[src/rtl/uart_rx_fifo_pkg.sv]
// Shared UART receive-path constants and the width helper used for pointer/count sizing.
package uart_rx_fifo_pkg;
  localparam int UART_DATA_WIDTH = 8;
  localparam int UART_FIFO_DEPTH = 16;

  function automatic int clog2(input int n);
    int r;
    r = 0;
    while ((1 << r) < n) r++;
    return r;
  endfunction
endpackage

[src/rtl/rx_fifo_mem.sv]
// FIFO storage: DEPTH x DATA_WIDTH registers, one synchronous write port, one asynchronous read port.
module rx_fifo_mem #(
  parameter int DATA_WIDTH = 8,
  parameter int DEPTH      = 16,
  parameter int AW         = 4
) (
  input  logic                  sys_clk,
  input  logic                  wr_en_i,
  input  logic [AW-1:0]         wr_addr_i,
  input  logic [DATA_WIDTH-1:0] wr_dat_i,
  input  logic [AW-1:0]         rd_addr_i,
  output logic [DATA_WIDTH-1:0] rd_dat_o
);
  logic [DATA_WIDTH-1:0] mem_q [DEPTH];

  always_ff @(posedge sys_clk) begin
    if (wr_en_i) mem_q[wr_addr_i] <= wr_dat_i;
  end

  assign rd_dat_o = mem_q[rd_addr_i];
endmodule

[src/rtl/uart_rx_fifo.sv]
// UART receive FIFO: one write per rising edge of rx_data_ready, FWFT pop port; almost_full via UART_RX_FIFO_AFULL_EN.
// Latency: byte pushed at edge T is at rd_data in cycle T+1. Backpressure: none toward receiver; drops when full set sticky overrun.
module uart_rx_fifo
  import uart_rx_fifo_pkg::*;
#(
  parameter int DATA_WIDTH  = UART_DATA_WIDTH,
  parameter int DEPTH       = UART_FIFO_DEPTH,
  parameter int AFULL_LEVEL = 12
) (
  input  logic                       sys_clk,
  input  logic                       reset,
  input  logic [DATA_WIDTH-1:0]      rx_data_in,
  input  logic                       rx_data_ready,
  output logic [DATA_WIDTH-1:0]      rd_data,
  output logic                       rd_valid,
  input  logic                       rd_ready,
  output logic [clog2(DEPTH):0]      count,
  output logic                       full,
  output logic                       overrun,
  input  logic                       overrun_clr
`ifdef UART_RX_FIFO_AFULL_EN
  ,
  output logic                       almost_full
`endif
);
  localparam int AW = clog2(DEPTH);
  localparam int CW = AW + 1;

  if (DEPTH < 2 || (DEPTH & (DEPTH - 1)) != 0) begin : g_bad_depth
    $error("uart_rx_fifo: DEPTH must be a power of 2 and >= 2");
  end
  if (AFULL_LEVEL < 1 || AFULL_LEVEL > DEPTH - 1) begin : g_bad_afull
    $error("uart_rx_fifo: AFULL_LEVEL must be in 1..DEPTH-1");
  end

  logic          rdy_q;
  logic [AW-1:0] wr_ptr_q, rd_ptr_q;
  logic [CW-1:0] count_q, count_d;
  logic          rd_valid_q, full_q, overrun_q, overrun_d;
  logic          push, pop, wr_en, drop;

  assign push  = rx_data_ready && !rdy_q;
  assign pop   = rd_valid_q && rd_ready;
  // A pop in the same cycle frees the slot, so a push into a full FIFO still lands.
  assign wr_en = push && (!full_q || pop);
  assign drop  = push && full_q && !pop;

  always_comb begin
    count_d = count_q;
    if (wr_en && !pop)      count_d = count_q + CW'(1);
    else if (!wr_en && pop) count_d = count_q - CW'(1);
  end

  assign overrun_d = drop ? 1'b1 : (overrun_clr ? 1'b0 : overrun_q);

  always_ff @(posedge sys_clk) begin
    if (reset) begin
      rdy_q      <= 1'b1;
      wr_ptr_q   <= '0;
      rd_ptr_q   <= '0;
      count_q    <= '0;
      rd_valid_q <= 1'b0;
      full_q     <= 1'b0;
      overrun_q  <= 1'b0;
    end else begin
      rdy_q      <= rx_data_ready;
      if (wr_en) wr_ptr_q <= wr_ptr_q + AW'(1);
      if (pop)   rd_ptr_q <= rd_ptr_q + AW'(1);
      count_q    <= count_d;
      rd_valid_q <= (count_d != '0);
      full_q     <= (count_d == CW'(DEPTH));
      overrun_q  <= overrun_d;
    end
  end

`ifdef UART_RX_FIFO_AFULL_EN
  logic afull_q;

  always_ff @(posedge sys_clk) begin
    if (reset) afull_q <= 1'b0;
    else       afull_q <= (count_d >= CW'(AFULL_LEVEL));
  end

  assign almost_full = afull_q;
`endif

  rx_fifo_mem #(
    .DATA_WIDTH (DATA_WIDTH),
    .DEPTH      (DEPTH),
    .AW         (AW)
  ) u_mem (
    .sys_clk   (sys_clk),
    .wr_en_i   (wr_en),
    .wr_addr_i (wr_ptr_q),
    .wr_dat_i  (rx_data_in),
    .rd_addr_i (rd_ptr_q),
    .rd_dat_o  (rd_data)
  );

  assign rd_valid = rd_valid_q;
  assign count    = count_q;
  assign full     = full_q;
  assign overrun  = overrun_q;
endmodule

[config.mk]
export PLATFORM = sky130hd
export DESIGN_NAME = uart_rx_fifo
export DESIGN_NICKNAME = d
export VERILOG_FILES = /design/src/rtl/uart_rx_fifo_pkg.sv /design/src/rtl/rx_fifo_mem.sv /design/src/rtl/uart_rx_fifo.sv
export SDC_FILE = /design/constraint.sdc
export NUM_CORES = 1
export LEC_CHECK = 0
export ABC_AREA = 1
export BUFFER_PORTS_ARGS = -buffer_cell sky130_fd_sc_hd__buf_2
export CAP_MARGIN = 20
export CORE_UTILIZATION = 45
export CTS_CLUSTER_SIZE = 25
export DETAILED_ROUTE_END_ITERATION = 16
export GPL_TIMING_DRIVEN = 0
export SYNTH_ARGS = -nofsm -noshare
export SYNTH_HDL_FRONTEND = slang
export SYNTH_HIERARCHICAL = 1
export SYNTH_SLANG_ARGS = --single-unit
[constraint.sdc]
create_clock -name sys_clk -period 4.1 [get_ports sys_clk]
set_input_delay 0.205 -clock sys_clk [delete_from_list [all_inputs] [get_ports sys_clk]]
set_output_delay 0.205 -clock sys_clk [all_outputs]
set_load 0.05 [all_outputs]
# Yosys cells after proc, flatten, opt, wreduce, memory -nomap -nowiden
# Memory sizes are Yosys's and may differ from the RTL's. A register that Yosys moved wholly into a read port is not among the register bits.
# Cells that the tools add are included.
[totals]
output_inout_bits = 16
reg_bits = 17
input_bits = 13
word_cells = 35
mem_count = 1
ram_bits = 128
[classes]
addsub = 4
muxes = 8
eq_ne = 1
reduce_logical = 14
[mem_list]
columns = ["memory", "depth", "word_bits", "rd", "rd_ports_with_merged_regs", "wr", "line", "rtl"]
rows = [
  ["u_mem.mem_q", 16, 8, 1, 1, 1, "rx_fifo_mem.sv:14", "logic [DATA_WIDTH-1:0] mem_q [DEPTH];"],
]
[op_table]
columns = ["operator", "n"]
rows = [
  ["$mux 5", 2],
  ["$add 4x1->4 const B", 2],
  ["$mux 4", 2],
  ["$logic_and 1x1->1", 7],
  ["$add 5x1->5 const B", 1],
  ["$eq 5x5->1 const B", 1],
  ["$reduce_bool 5->1", 1],
  ["$sub 5x1->5 const B", 1],
  ["$logic_not 1->1", 4],
  ["$mux 1", 4],
  ["$reduce_bool 2->1", 1],
  ["$logic_or 1x1->1", 1],
]

# Depth between registers and ports, before layout
# Gate-level depths: netlist of run 1.
[logic_depth]
ltp_word = 8
mapped_depth = 11
depth_no_buf = 11

# By module
# The synthesis of run 1 kept the hierarchy.
[by_module_without_submodules]
columns = ["module", "area_each_um2", "seq_area_each_um2", "n_inst", "cells_each"]
rows = [
  ["rx_fifo_mem", 5606.6, 3843.7, 1, 543],
  ["uart_rx_fifo", 880.8, 340.3, 1, 122],
]

# Worst setup path before layout of run 1
# OpenSTA, ideal clock, no wires.
[synth_path]
path_kind = "reg2reg"
startpoint = "register rd_valid_q, in the netlist rd_valid"
endpoint = "memory u_mem.mem_q[12][0] (enable)"
arrival_time_ns = 1.660
period_less_slack_ns = 2.030
path_stages_with_launch = 7
setup_time_ns = 0.370
setup_slack_ns = 2.070
path_cell_list = "dfxtp_1 > nand2_4 > nand2_1 > nand2_1 > inv_1 > nand3_1 > nor2_1"
[synth_between]
elab_chain_len = 5
[synth_rtl]
columns = ["element", "line", "rtl"]
rows = [
  ["start: declaration", "uart_rx_fifo.sv:39", "logic rd_valid_q, full_q, overrun_q, overrun_d;"],
  ["start signal: assignment", "uart_rx_fifo.sv:70", "rd_valid_q <= (count_d != '0);"],
  ["$logic_and 1x1->1", "uart_rx_fifo.sv:43", "assign pop = rd_valid_q && rd_ready;"],
  ["$logic_or 1x1->1", "uart_rx_fifo.sv:45", "assign wr_en = push && (!full_q || pop);"],
  ["$logic_and 1x1->1", "uart_rx_fifo.sv:45", ""],
  ["net wr_en", "uart_rx_fifo.sv:40", "logic push, pop, wr_en, drop;"],
  ["$mux 1", "rx_fifo_mem.sv:17", "if (wr_en_i) mem_q[wr_addr_i] <= wr_dat_i;"],
  ["$mux 1 (implied by the code)", "rx_fifo_mem.sv:17", ""],
  ["end: declaration", "rx_fifo_mem.sv:14", ""],
]
# The timed path passes the listed nets, and every way through them passes these cells.

==> results of run 1 <==
## power by group
group | switching (mW) | total, mW | internal, mW
sequential | 0.0288 | 1.67 | 1.64
clock | 0.595 | 1.61 | 1.01
combinational | 0.668 | 0.918 | 0.251
total | 1.29 | 4.19 | 2.90
## routing by layer
metal	vias up	GRT usage	routed length, um
met4	0	0.111	507
met3	33	0.0590	1120
met2	172	0.340	7010
met1	2211	0.312	7230
li1	2233	-	-
met5	-	0	0
## worst paths after layout
path | end | slack, ns | startpoint | cells past startpoint
min | rdy_q$_SDFF_PP1_ | 0.02 | rx_data_ready | 3
min reg2reg | rd_ptr_q[3]$_SDFFE_PP0P_ | 0.48 | rd_ptr_q[3]$_SDFFE_PP0P_ | 1
max | rd_data[4] | 1.81 | rd_ptr_q[0]$_SDFFE_PP0P_ | 9
max reg2reg | u_mem/mem_q[7][1]$_DFFE_PP_ | 1.88 | rd_valid$_SDFF_PP0_ | 6
## sequential cells by signal, indices dropped and copies added, names as in the netlist
name,flops
count,5
full,1
overrun,1
rd_ptr_q,4
rd_valid,1
rdy_q,1
u_mem/mem_q,128
wr_ptr_q,4
## synthesized netlist by cell type
cell,number
sky130_fd_sc_hd__nor3_1,2
sky130_fd_sc_hd__nand2_4,2
sky130_fd_sc_hd__edfxtp_1,128
sky130_fd_sc_hd__dfxtp_1,17
sky130_fd_sc_hd__nand2_1,202
sky130_fd_sc_hd__inv_1,116
sky130_fd_sc_hd__buf_2,13
sky130_fd_sc_hd__o21ai_2,1
sky130_fd_sc_hd__ha_1,4
sky130_fd_sc_hd__o31ai_1,1
sky130_fd_sc_hd__nor2_1,30
sky130_fd_sc_hd__buf_6,6
sky130_fd_sc_hd__nor2_2,2
sky130_fd_sc_hd__nor3b_1,1
sky130_fd_sc_hd__nand2_2,4
sky130_fd_sc_hd__o21ai_0,4
sky130_fd_sc_hd__clkinv_1,1
sky130_fd_sc_hd__nand3_2,2
sky130_fd_sc_hd__buf_4,4
sky130_fd_sc_hd__nand4_1,1
sky130_fd_sc_hd__o21ai_1,1
sky130_fd_sc_hd__inv_2,4
sky130_fd_sc_hd__nand3b_1,2
sky130_fd_sc_hd__inv_4,1
sky130_fd_sc_hd__a31oi_1,1
sky130_fd_sc_hd__buf_1,1
sky130_fd_sc_hd__clkinv_2,1
sky130_fd_sc_hd__nor2_4,1
sky130_fd_sc_hd__nand3_4,1
sky130_fd_sc_hd__nand3_1,104
sky130_fd_sc_hd__a21oi_1,7
## final cells by class
class	instances	area (sq um)	share of cell area
well taps	180	225	0.0302
multi-input cells	373	1670	0.224
plain buffers	24	166	0.0223
clock inverters	15	191	0.0256
flip-flops and latches	145	4180	0.560
inverters	123	465	0.0623
repair buffers	28	140	0.0188
clock buffers	17	425	0.0570
## placed cells by master, fill, tap and decap left out, types with 3 or more instances in the layout
| cell type | netlist | routed |
|---|---|---|
| sky130_fd_sc_hd__clkinvlp_4 | 0 | 3 |
| sky130_fd_sc_hd__inv_2 | 4 | 4 |
| sky130_fd_sc_hd__buf_2 | 13 | 41 |
| sky130_fd_sc_hd__a21oi_1 | 7 | 7 |
| sky130_fd_sc_hd__clkbuf_16 | 0 | 17 |
| sky130_fd_sc_hd__bufinv_16 | 0 | 4 |
| sky130_fd_sc_hd__o21ai_0 | 4 | 4 |
| sky130_fd_sc_hd__clkinv_2 | 1 | 4 |
| sky130_fd_sc_hd__inv_1 | 116 | 116 |
| sky130_fd_sc_hd__dfxtp_1 | 17 | 17 |
| sky130_fd_sc_hd__clkinv_1 | 1 | 3 |
| sky130_fd_sc_hd__nand2_1 | 202 | 202 |
| sky130_fd_sc_hd__nor2_1 | 30 | 30 |
| sky130_fd_sc_hd__edfxtp_1 | 128 | 128 |
| sky130_fd_sc_hd__ha_1 | 4 | 4 |
| sky130_fd_sc_hd__buf_4 | 4 | 4 |
| sky130_fd_sc_hd__buf_6 | 6 | 6 |
| sky130_fd_sc_hd__nand2_2 | 4 | 4 |
| sky130_fd_sc_hd__nand3_1 | 104 | 104 |
## logic make-up after synthesis
kind of cell	after synthesis
fa+ha+maj	4
flops	145
simple gates	354
compound gates	15
buf+inv	147
## metrics by stage
| stage | util | cell area (sq um) | hold slack, ns | instances | total power [mW] |
|---|---|---|---|---|---|
| after floorplan | - | 6490 | 0.274 | 665 | 2.34 |
| after global placement | 0.490 | 6850 | 0.444 | 873 | 2.59 |
| after detailed placement | 0.490 | 6850 | 0.452 | 873 | 2.61 |
| after CTS | 0.534 | 7470 | 0.00986 | 905 | 4.21 |
| after global routing | 0.534 | 7470 | 0.0439 | 905 | 4.34 |
| final | 0.534 | 7470 | 0.0237 | 905 | 4.19 |
## worst max-delay path, delay by kind of cell, from the launching register on
kind	cells	cell delay, ns
buffers and inverters	3	0.74
AND/OR/NAND/NOR	6	0.56
flip-flops	1	0.36
==> impl_summary.txt, run 1 <==
----------------------------------------------------
[Status]
  Result of the run ... completed

[CTS]
  CTS tree ... done
  Count of cells resized by post-cts repair ... 0
  Post-cts hold buffer count ... 0
  Later-pin clock latency in the skew report ... 0.42 ns
  Clock Sinks ... between 100 and 150
  CTS H-tree lvls ... 4
  Clock root buffer ... sky130_fd_sc_hd__clkbuf_16
  Maximum buffer depth of the clock tree ... 2
  Clock edge transition at the registers on the reported setup and hold paths ... about 0.06 ns
  CTS Buf Count ... 17
  Number of buffers inserted to repair setup after CTS ... 0

[Yosys]
  Area share of the leading cell type in the synthesized netlist ... 0.592
  Cell types occupying the most area after synthesis ... sky130_fd_sc_hd__edfxtp_1, sky130_fd_sc_hd__nand2_1, sky130_fd_sc_hd__nand3_1
  Portion of netlist area occupied by mux cells ... 0
  Sequential fraction of the synthesis area ... 0.645
  Synthesis Warnings ... 6
  Yosys cell types ... 31
  Mean instance size in the synthesized netlist ... around 10 sq um
  Fraction of synthesized cell area in xor and xnor cells ... 0
  Cell area after synthesis ... ~6500 sq um
  Basic-gate share of the synthesized area counting and, or, nand and nor cells ... 0.237
  Combinational family with the most area after synthesis ... simple AND/OR/NAND/NOR gates
  Leading area contributor after synthesis ... sky130_fd_sc_hd__edfxtp_1
  Compound-cell area share of the yosys netlist ... 0.0127
  Nets in the synthesized netlist ... 682
  Share of synthesized cell area in full adder, half adder and majority cells ... 0.00771
  #FFs+latches synth ... approximately 150
  Synthesized instance count ... 665

[STA]
  Final setup violating endpoints ... 0
  Final setup skew ... roughly 0.0074 ns
  Final cycle utilization of the critical path ... 0.559
  Slew margin rel. ... 0.306
  RSZ-0062 raised after global routing ... false
  Worst slew pin tran ... 1.04 ns
  Worst setup margin ... between 1.5 and 2 ns
  Shortest period the worst path allows ... 2.29 ns
  Highest attainable clock frequency ... 437 MHz
  Count of final max-slew check failures ... 0
  Summed negative setup slack over all endpoints ... 0 ns
  Final number of hold-violating endpoints ... 0

[Floorplan]
  Initial core utilization ... 0.464
  Floorplan die width ... approximately 120 um
  Die height ... approximately 120 um
  Placement Rows ... 43
  Number of top-level design ports ... 29
  Area of the core ... roughly 14000 sq um
  Die outline area ... ~15000 sq um

[Placement]
  Port bufs ... 28
  Worst setup slack after placement ... about 1.9 ns
  Last weighted congestion value of the routability-driven placer ... 0.890
  Detailed-placement wirelength estimate ... between 10000 and 15000 um

[Cells and area]
  Net count, final ... around 730
  Area delta synth->final ... 15.1%
  FILL cells ... ~1300
  Share of final-layout standard cells stronger than drive strength 1 ... 0.138
  Count of antenna diodes in the layout ... 0

[Drt]
  Number of vias in the routed layout ... 4649
  WL/cell ... about 18 um
  Wire length after detailed routing ... approximately 16000 um
  Drt initial violations ... 444
  Remaining antenna violation count after routing ... 0
  Post-detailed-route via-to-cell ratio ... 5.14
  DRC viols ... 0
  Detailed-routing iteration count for the pre-antenna-repair pass ... 5

[Setup path]
  Worst Setup Start Kind ... flop
  Largest fanout on the critical path ... 10
  Data arrival at the endpoint of the critical path ... around 2.1 ns
  Required time at the endpoint of the critical path ... 3.89 ns
  Ordered list of cells on the worst path ... inv_2 -> buf_2 -> nand2_1 -> nand2_1 -> nand2_1 -> nand3_1 -> nand3_1 -> nand2_1 -> buf_2
  Highest cell delay on the worst timing path ... 0.36 ns
  Critical path start-end classification ... reg2out
  Slowest cell on the critical path ... sky130_fd_sc_hd__dfxtp_1
  Worst Setup End Kind ... primary output
  Cell repeated most along the worst path ... sky130_fd_sc_hd__nand2_1

[Global routing]
  Maximum number of pins on one net before global-route repair ... 17
  Global-route wire length before repair ... about 24000 um
  Number of antenna violations at the first check in global routing ... 0
  Total gr overflow ... 0
  Aggregate global-route resource usage ... 0.229
  Number of global-route vias before repair ... 4292

[Run]
  Max_cap viols ... 0

[Pwr]
  Worst IR drop on VDD ... approximately 0.35 mV
  Leakage power figure ... roughly 3.2 nW
  Pwr dens ... about 560 nW/um^2

[Hold path]
  Tightest Hold Check Type ... in2reg

----------------------------------------------------
(Power assumes the default switching activity.)
==> run 2: changes to the inputs <==
- clock period: 4.1 -> 2.15 ns (I/O delays scaled with it)
==> run 2 against run 1 <==
  * The run now ends with negative setup slack left
  * Die area unchanged
  * Hold slack got worse by 0.0029 ns
  * First-iteration DRC count increased by 12%
  * Critical path depth decreased by 3
  * Non-clock buffer count increased by 5
  * Combinational power increased by 97%
  * Sequential power increased by 90%
  * Clock skew about the same
  * Final cell count increased by 0.55%
  * Core utilization increased by 0.89 points
  * Largest power group unchanged
==> impl_summary.txt, run 2 (synthesized netlist as in run 1, its figures left out) <==
----------------------------------------------------
[Floorplan]
  Placement Rows ... 43 (unchanged)
  Floorplan die width ... 122 um (unchanged)
  Area of the core ... 14000 sq um (unchanged)
  Initial core utilization ... 0.464 (unchanged)
  Die height ... 122 um (unchanged)
  Number of top-level design ports ... 29 (unchanged)
  Die outline area ... 14900 sq um (unchanged)

[STA]
  Final Hold Slack ... 0.0208 ns (-0.00290 ns)
  RSZ-0062 raised after global routing ... true
  Final number of hold-violating endpoints ... 0 (unchanged)
  Final cycle utilization of the critical path ... 1.02
  Highest attainable clock frequency ... approximately 460 MHz
  Slew margin rel. ... 0.337 (+0.0312)
  Worst slew pin tran ... 0.990 ns (-0.0466 ns)
  Worst setup margin ... -0.0449 ns (-1.85 ns)
  Shortest period the worst path allows ... 2.19 ns
  Final setup violating endpoints ... 16 (+16)
  Final setup skew ... 0.00695 ns (-0.000404 ns)
  Count of final max-slew check failures ... 0 (unchanged)

[Cells and area]
  Net count, final ... 734 (+0.69%)
  Cell Count, Final, Fillers Out ... 910 (+0.55%)
  Share of final-layout standard cells stronger than drive strength 1 ... 0.160 (+0.0223)
  Most frequent cells in the layout ... sky130_fd_sc_hd__nand2_1, sky130_fd_sc_hd__edfxtp_1, sky130_fd_sc_hd__inv_1
  Final non-filler cell area ... 7590 sq um (+1.7%)
  Count of antenna diodes in the layout ... 0 (unchanged)
  FILL cells ... 1265 (-1.7%)
  Flip-flop count of the largest register after layout ... 128 (unchanged)
  Area used by multi-input combinational logic ... 1700 sq um (+1.8%)
  Leading cell type in the layout, fill and taps excluded ... sky130_fd_sc_hd__nand2_1
  Area delta synth->final ... 17.0%
  Area occupied by registers ... 4190 sq um (about the same)
  Reg with most FFs ... u_mem/mem_q

[Pwr]
  Pwr dens ... 1060 nW/um^2 (+89%)
  Worst IR drop on VDD ... 0.674 mV (+91%)
  Leakage power figure ... 3.28 nW (+1.2%)

[Global routing]
  Number of antenna violations at the first check in global routing ... 0 (unchanged)
  Aggregate global-route resource usage ... 0.229 (+0.000306)
  Total gr overflow ... 0 (unchanged)
  Maximum number of pins on one net before global-route repair ... 17 (unchanged)
  Number of global-route vias before repair ... 4315 (+0.54%)
  Global-route wire length before repair ... 24100 um (+0.17%)

[CTS]
  CTS H-tree lvls ... 4 (unchanged)
  Clock Sinks ... 145 (unchanged)
  Later-pin clock latency in the skew report ... 0.43 ns (about the same)
  CTS Buf Count ... 17 (unchanged)
  CTS tree ... done
  Clock root buffer ... sky130_fd_sc_hd__clkbuf_16
  Maximum buffer depth of the clock tree ... 2 (unchanged)
  Clock edge transition at the registers on the reported setup and hold paths ... 0.06 ns (about the same)

[Setup path]
  Slowest cell on the critical path ... sky130_fd_sc_hd__nor2_1
  Data arrival at the endpoint of the critical path ... 2.24 ns (+0.15 ns)
  Worst Setup Start Kind ... flop
  Ordered list of cells on the worst path ... nand2_4 -> nand2_1 -> nand2_1 -> inv_1 -> nand3b_1 -> nor2_1
  Critical path start-end classification ... reg2reg
  FF-to-FF setup slack ... -0.04 ns (-1.92 ns)
  Worst Setup End Kind ... flop
  Cell repeated most along the worst path ... sky130_fd_sc_hd__nand2_1
  Last element of the critical path ... u_mem/mem_q[9][3]$_DFFE_PP_
  End of the worst register-to-register path ... u_mem/mem_q[9][3]$_DFFE_PP_
  Crit. Startpoint ... rd_valid$_SDFF_PP0_
  Highest cell delay on the worst timing path ... 0.79 ns (+0.43 ns)
  Depth of the worst register-to-register path ... 6 (unchanged)
  Required time at the endpoint of the critical path ... 2.19 ns (-1.70 ns)
  Worst R2R Start ... rd_valid$_SDFF_PP0_
  Largest fanout on the critical path ... 8 (-2)

[Run]
  Max_cap viols ... 0 (unchanged)

[Drt]
  DRC viols ... 0 (unchanged)
  WL/cell ... 17.5 um (-0.12%)
  Post-detailed-route via-to-cell ratio ... 5.09 (-0.96%)
  Number of vias in the routed layout ... 4630 (-0.41%)
  Detailed-routing iteration count for the pre-antenna-repair pass ... 5 (unchanged)
  Remaining antenna violation count after routing ... 0 (unchanged)
  Drt initial violations ... 498 (+12%)
  Wire length after detailed routing ... 15900 um (+0.44%)

[Hold path]
  Tightest Hold Check Type ... in2reg
  Hold depth ... 3 (unchanged)

[Status]
  Violated checks ... negative setup slack
  Result of the run ... complete, but fails checks

[Placement]
  Placed cell areas ... 6850 sq um (unchanged)
  Port bufs ... 28 (unchanged)
  Placed cell count ... 873 (unchanged)
  Worst setup slack after placement ... -0.0582 ns (-1.95 ns)
  Last weighted congestion value of the routability-driven placer ... 0.890 (unchanged)
  Detailed-placement wirelength estimate ... 10600 um (unchanged)

----------------------------------------------------
==> run 2: changes by cell type in the layout (fill, tap and decap cells not counted), moves of 3 or more <==
| cell | before | now |
|---|---|---|
| sky130_fd_sc_hd__buf_2 | 41 | 25 |
| sky130_fd_sc_hd__nor2_1 | 30 | 18 |
| sky130_fd_sc_hd__nor2_2 | 2 | 14 |
| sky130_fd_sc_hd__buf_4 | 4 | 14 |
| sky130_fd_sc_hd__clkbuf_4 | 0 | 8 |
| sky130_fd_sc_hd__dlygate4sd3_1 | 0 | 3 |
==> run 2: layer usage <==
metal,track usage,routed length [um]
met5,0,0
met4,0.111,508
met3,0.0590,1130
met2,0.341,7040
met1,0.311,7250
==> run 2: power by group <==
part           leakage [nW]  internal [mW]  total, mW  switching (mW)
sequential             1.29           3.12       3.18          0.0566
clock                 0.294           1.93       3.07            1.14
combinational          1.69          0.530       1.81            1.28
==> run 2: worst min-delay path by stage <==
stage | end | start
finish | rd_ptr_q[1]$_SDFFE_PP0P_ | rd_ready
detailed placement | rdy_q$_SDFF_PP1_ | rx_data_ready
global placement | rdy_q$_SDFF_PP1_ | rx_data_ready
global route | rd_ptr_q[1]$_SDFFE_PP0P_ | rd_ready
floorplan | count[0]$_SDFF_PP0_ | reset
CTS | rd_ptr_q[1]$_SDFFE_PP0P_ | rd_ready
==> run 2: metrics by stage <==
stage                      util  power [mW]  setup TNS (ns)
after floorplan               -        4.46               0
after global placement    0.490        4.95               0
after detailed placement  0.490        4.97           -1.35
after CTS                 0.538        8.06           -1.02
after global routing      0.543        8.34           -4.78
final                     0.543        8.06          -0.501
==> run 2: what timing repair did <==
action | 4_1_cts | 5_1_grt
pin swaps | 0 | 0
endpoints found under the hold margin | 7 | 0
buffers inserted | 0 | 2
endpoints found under the setup margin | 37 | 96
hold buffers | 3 | 0
resized for setup | 10 | 23
==> run 2: final cells by class <==
class                           instances  share of cell area
Sequential cell                       145               0.551
Multi-Input combinational cell        373               0.224
Tap cell                              180              0.0297
Clock inverter                         15              0.0252
Inverter                              123              0.0621
Timing Repair Buffer                   33              0.0267
Buffer                                 24              0.0250
Clock buffer                           17              0.0560
==> run 2: worst max-delay path: cells and delay by family, from the launching register on <==
kind	cells	cell delay, ns
AND/OR/NAND/NOR	5	1.25
buffers and inverters	1	0.19
flip-flops	1	0.37
==> run 3: changes to the inputs <==
- CORE_UTILIZATION: 45 -> 37
==> run 3 against run 2 <==
  * The flow now finishes without violations
  * Die area is 21% higher
  * Clock skew is 0.0015 ns lower
  * Sequential power hardly changed
  * Clock power is 7% lower
  * Flip-flop and latch count stayed put
  * Cell area is 0.15% lower
  * Clock-buffer cell count stayed put
  * Critical path depth stayed put
  * Hold slack better by 0.0022 ns
  * Core utilization is 10 points lower
  * Combinational power hardly changed
  * Largest power group unchanged
==> impl_summary.txt, run 3 (synthesized netlist as in run 1, its figures left out) <==
----------------------------------------------------
[Setup path]
  Worst Setup End Kind ... flop
  Required time at the endpoint of the critical path ... 2.20 ns (about the same)
  Data arrival at the endpoint of the critical path ... 2.15 ns (-0.09 ns)
  Critical path start-end classification ... reg2reg
  Largest fanout on the critical path ... 8 (unchanged)
  Worst Setup Start Kind ... flop

[STA]
  Final setup skew ... 0.00542 ns (-0.00153 ns)
  Slew margin rel. ... 0.474 (+0.137)
  Final cycle utilization of the critical path ... 0.980 (-0.0413)
  Count of final max-slew check failures ... 0 (unchanged)
  RSZ-0062 raised after global routing ... true
  Highest attainable clock frequency ... 475 MHz (+4.2%)
  Worst slew pin tran ... 0.786 ns (-0.204 ns)
  Shortest period the worst path allows ... 2.11 ns (-0.0888 ns)
  Final number of hold-violating endpoints ... 0 (unchanged)
  Final setup violating endpoints ... 0 (-16)
  Summed negative setup slack over all endpoints ... 0 ns (+0.501 ns)

[Placement]
  Detailed-placement wirelength estimate ... 10200 um (-3.9%)
  Port bufs ... 28 (unchanged)
  Last weighted congestion value of the routability-driven placer ... 0.959 (+7.7%)

[CTS]
  CTS H-tree lvls ... 4 (unchanged)
  Clock Sinks ... 145 (unchanged)
  Later-pin clock latency in the skew report ... 0.42 ns (about the same)
  Clock root buffer ... sky130_fd_sc_hd__clkbuf_16
  Number of buffers inserted to repair setup after CTS ... 0 (unchanged)
  Clock edge transition at the registers on the reported setup and hold paths ... 0.06 ns (about the same)
  CTS tree ... done
  Maximum buffer depth of the clock tree ... 2 (unchanged)
  CTS Buf Count ... 17 (unchanged)

[Global routing]
  Number of antenna violations at the first check in global routing ... 0 (unchanged)
  Maximum number of pins on one net before global-route repair ... 17 (unchanged)
  Global-route wire length before repair ... 23400 um (-2.8%)
  Number of global-route vias before repair ... 4144 (-4.0%)
  Aggregate global-route resource usage ... 0.181 (-0.0479)
  Total gr overflow ... 0 (unchanged)

[Status]
  Result of the run ... completed

[Pwr]
  Leakage power figure ... 3.24 nW (-1.2%)
  Pwr dens ... 1030 nW/um^2 (-2.5%)
  Worst IR drop on VDD ... 0.611 mV (-9.3%)

[Drt]
  Drt initial violations ... 399 (-20%)
  DRC viols ... 0 (unchanged)
  Detailed-routing iteration count for the pre-antenna-repair pass ... 5 (unchanged)
  Number of vias in the routed layout ... 4487 (-3.1%)
  Post-detailed-route via-to-cell ratio ... 4.72 (-7.3%)
  WL/cell ... 16.0 um (-8.6%)
  Remaining antenna violation count after routing ... 0 (unchanged)
  Wire length after detailed routing ... 15200 um (-4.4%)

[Cells and area]
  Leading cell type in the layout, fill and taps excluded ... sky130_fd_sc_hd__nand2_1
  Share of final-layout standard cells stronger than drive strength 1 ... 0.153 (-0.00738)
  Reg with most FFs ... u_mem/mem_q
  Area delta synth->final ... 16.9%
  Flip-flop count of the largest register after layout ... 128 (unchanged)
  Count of antenna diodes in the layout ... 0 (unchanged)
  Most frequent cells in the layout ... sky130_fd_sc_hd__nand2_1, sky130_fd_sc_hd__edfxtp_1, sky130_fd_sc_hd__inv_1
  Fin util ... 0.440 (-0.103)
  Net count, final ... 732 (-0.27%)

[Floorplan]
  Die outline area ... 18100 sq um (+21%)
  Placement Rows ... 48 (+12%)
  Area of the core ... 17200 sq um (+23%)
  Number of top-level design ports ... 29 (unchanged)
  Initial core utilization ... 0.376 (-0.0874)
  Die height ... 134 um (+10%)
  Floorplan die width ... 134 um (+10%)

[Run]
  Max_cap viols ... 0 (unchanged)

[Hold path]
  Tightest Hold Check Type ... in2reg

----------------------------------------------------
## run 3: critical path: stages, from the launching register on
cell,delay (ns)
sky130_fd_sc_hd__dfxtp_1,0.37
sky130_fd_sc_hd__nand2_4,0.10
sky130_fd_sc_hd__nand2_1,0.10
sky130_fd_sc_hd__nand2_1,0.08
sky130_fd_sc_hd__inv_1,0.19
sky130_fd_sc_hd__nand3b_1,0.23
sky130_fd_sc_hd__nor2_1,0.66
## run 3: worst paths after layout
path | start | depth (start not counted) | slack, ns | to
worst min register to register | overrun$_SDFFE_PP0P_ | 2 | 0.49 | overrun$_SDFFE_PP0P_
worst max register to register | rd_valid$_SDFF_PP0_ | 6 | 0.04 | u_mem/mem_q[4][4]$_DFFE_PP_
worst min-delay path | rd_ready | 3 | 0.02 | rd_ptr_q[1]$_SDFFE_PP0P_
worst max-delay path | rd_valid$_SDFF_PP0_ | 6 | 0.04 | u_mem/mem_q[4][4]$_DFFE_PP_
## run 3: report_power, final
| part | internal (mW) | switching [mW] |
|---|---|---|
| clock | 1.79 | 1.09 |
| sequential | 3.12 | 0.0556 |
| combinational | 0.523 | 1.27 |
## run 3: cell type report
cell class,instances,area [sq um]
inverter,123,465
tap,225,282
multi-input combinational,373,1700
clock buffer,17,425
timing repair buffer,31,188
buffer,24,186
sequential,145,4190
fill,1625,9650
clock inverter,13,146
## run 3: repair_timing
item	in CTS	in global routing
hold buffers	3	0
pin swaps	0	0
gates resized for setup	5	27
setup endpoints to repair	18	96
hold endpoints to repair	7	0
## run 3: stage by stage
| stage | hold slack (ns) | power (mW) | setup WS [ns] | cell area [sq um] | instances |
|---|---|---|---|---|---|
| 2_1_floorplan | 0.177 | 4.46 | 0.120 | 6490 | 665 |
| 3_5_place_dp | 0.362 | 4.96 | 0.000303 | 6910 | 918 |
| 3_3_place_gp | 0.356 | 4.96 | 0.0405 | 6910 | 918 |
| 4_1_cts | 0.00980 | 7.85 | 0.00263 | 7520 | 951 |
| 6_report | 0.0230 | 7.84 | 0.0439 | 7580 | 951 |
| 5_1_grt | 0.0315 | 8.16 | -0.141 | 7580 | 951 |
## run 3: per-layer routing
layer / vias to the layer above / part of all wire / track usage
li1: 2238 / - / -
met5: - / 0 / 0
met2: 147 / 0.45 / 0.273
met3: 34 / 0.060 / 0.0382
met4: 0 / 0.033 / 0.0980
met1: 2068 / 0.46 / 0.244
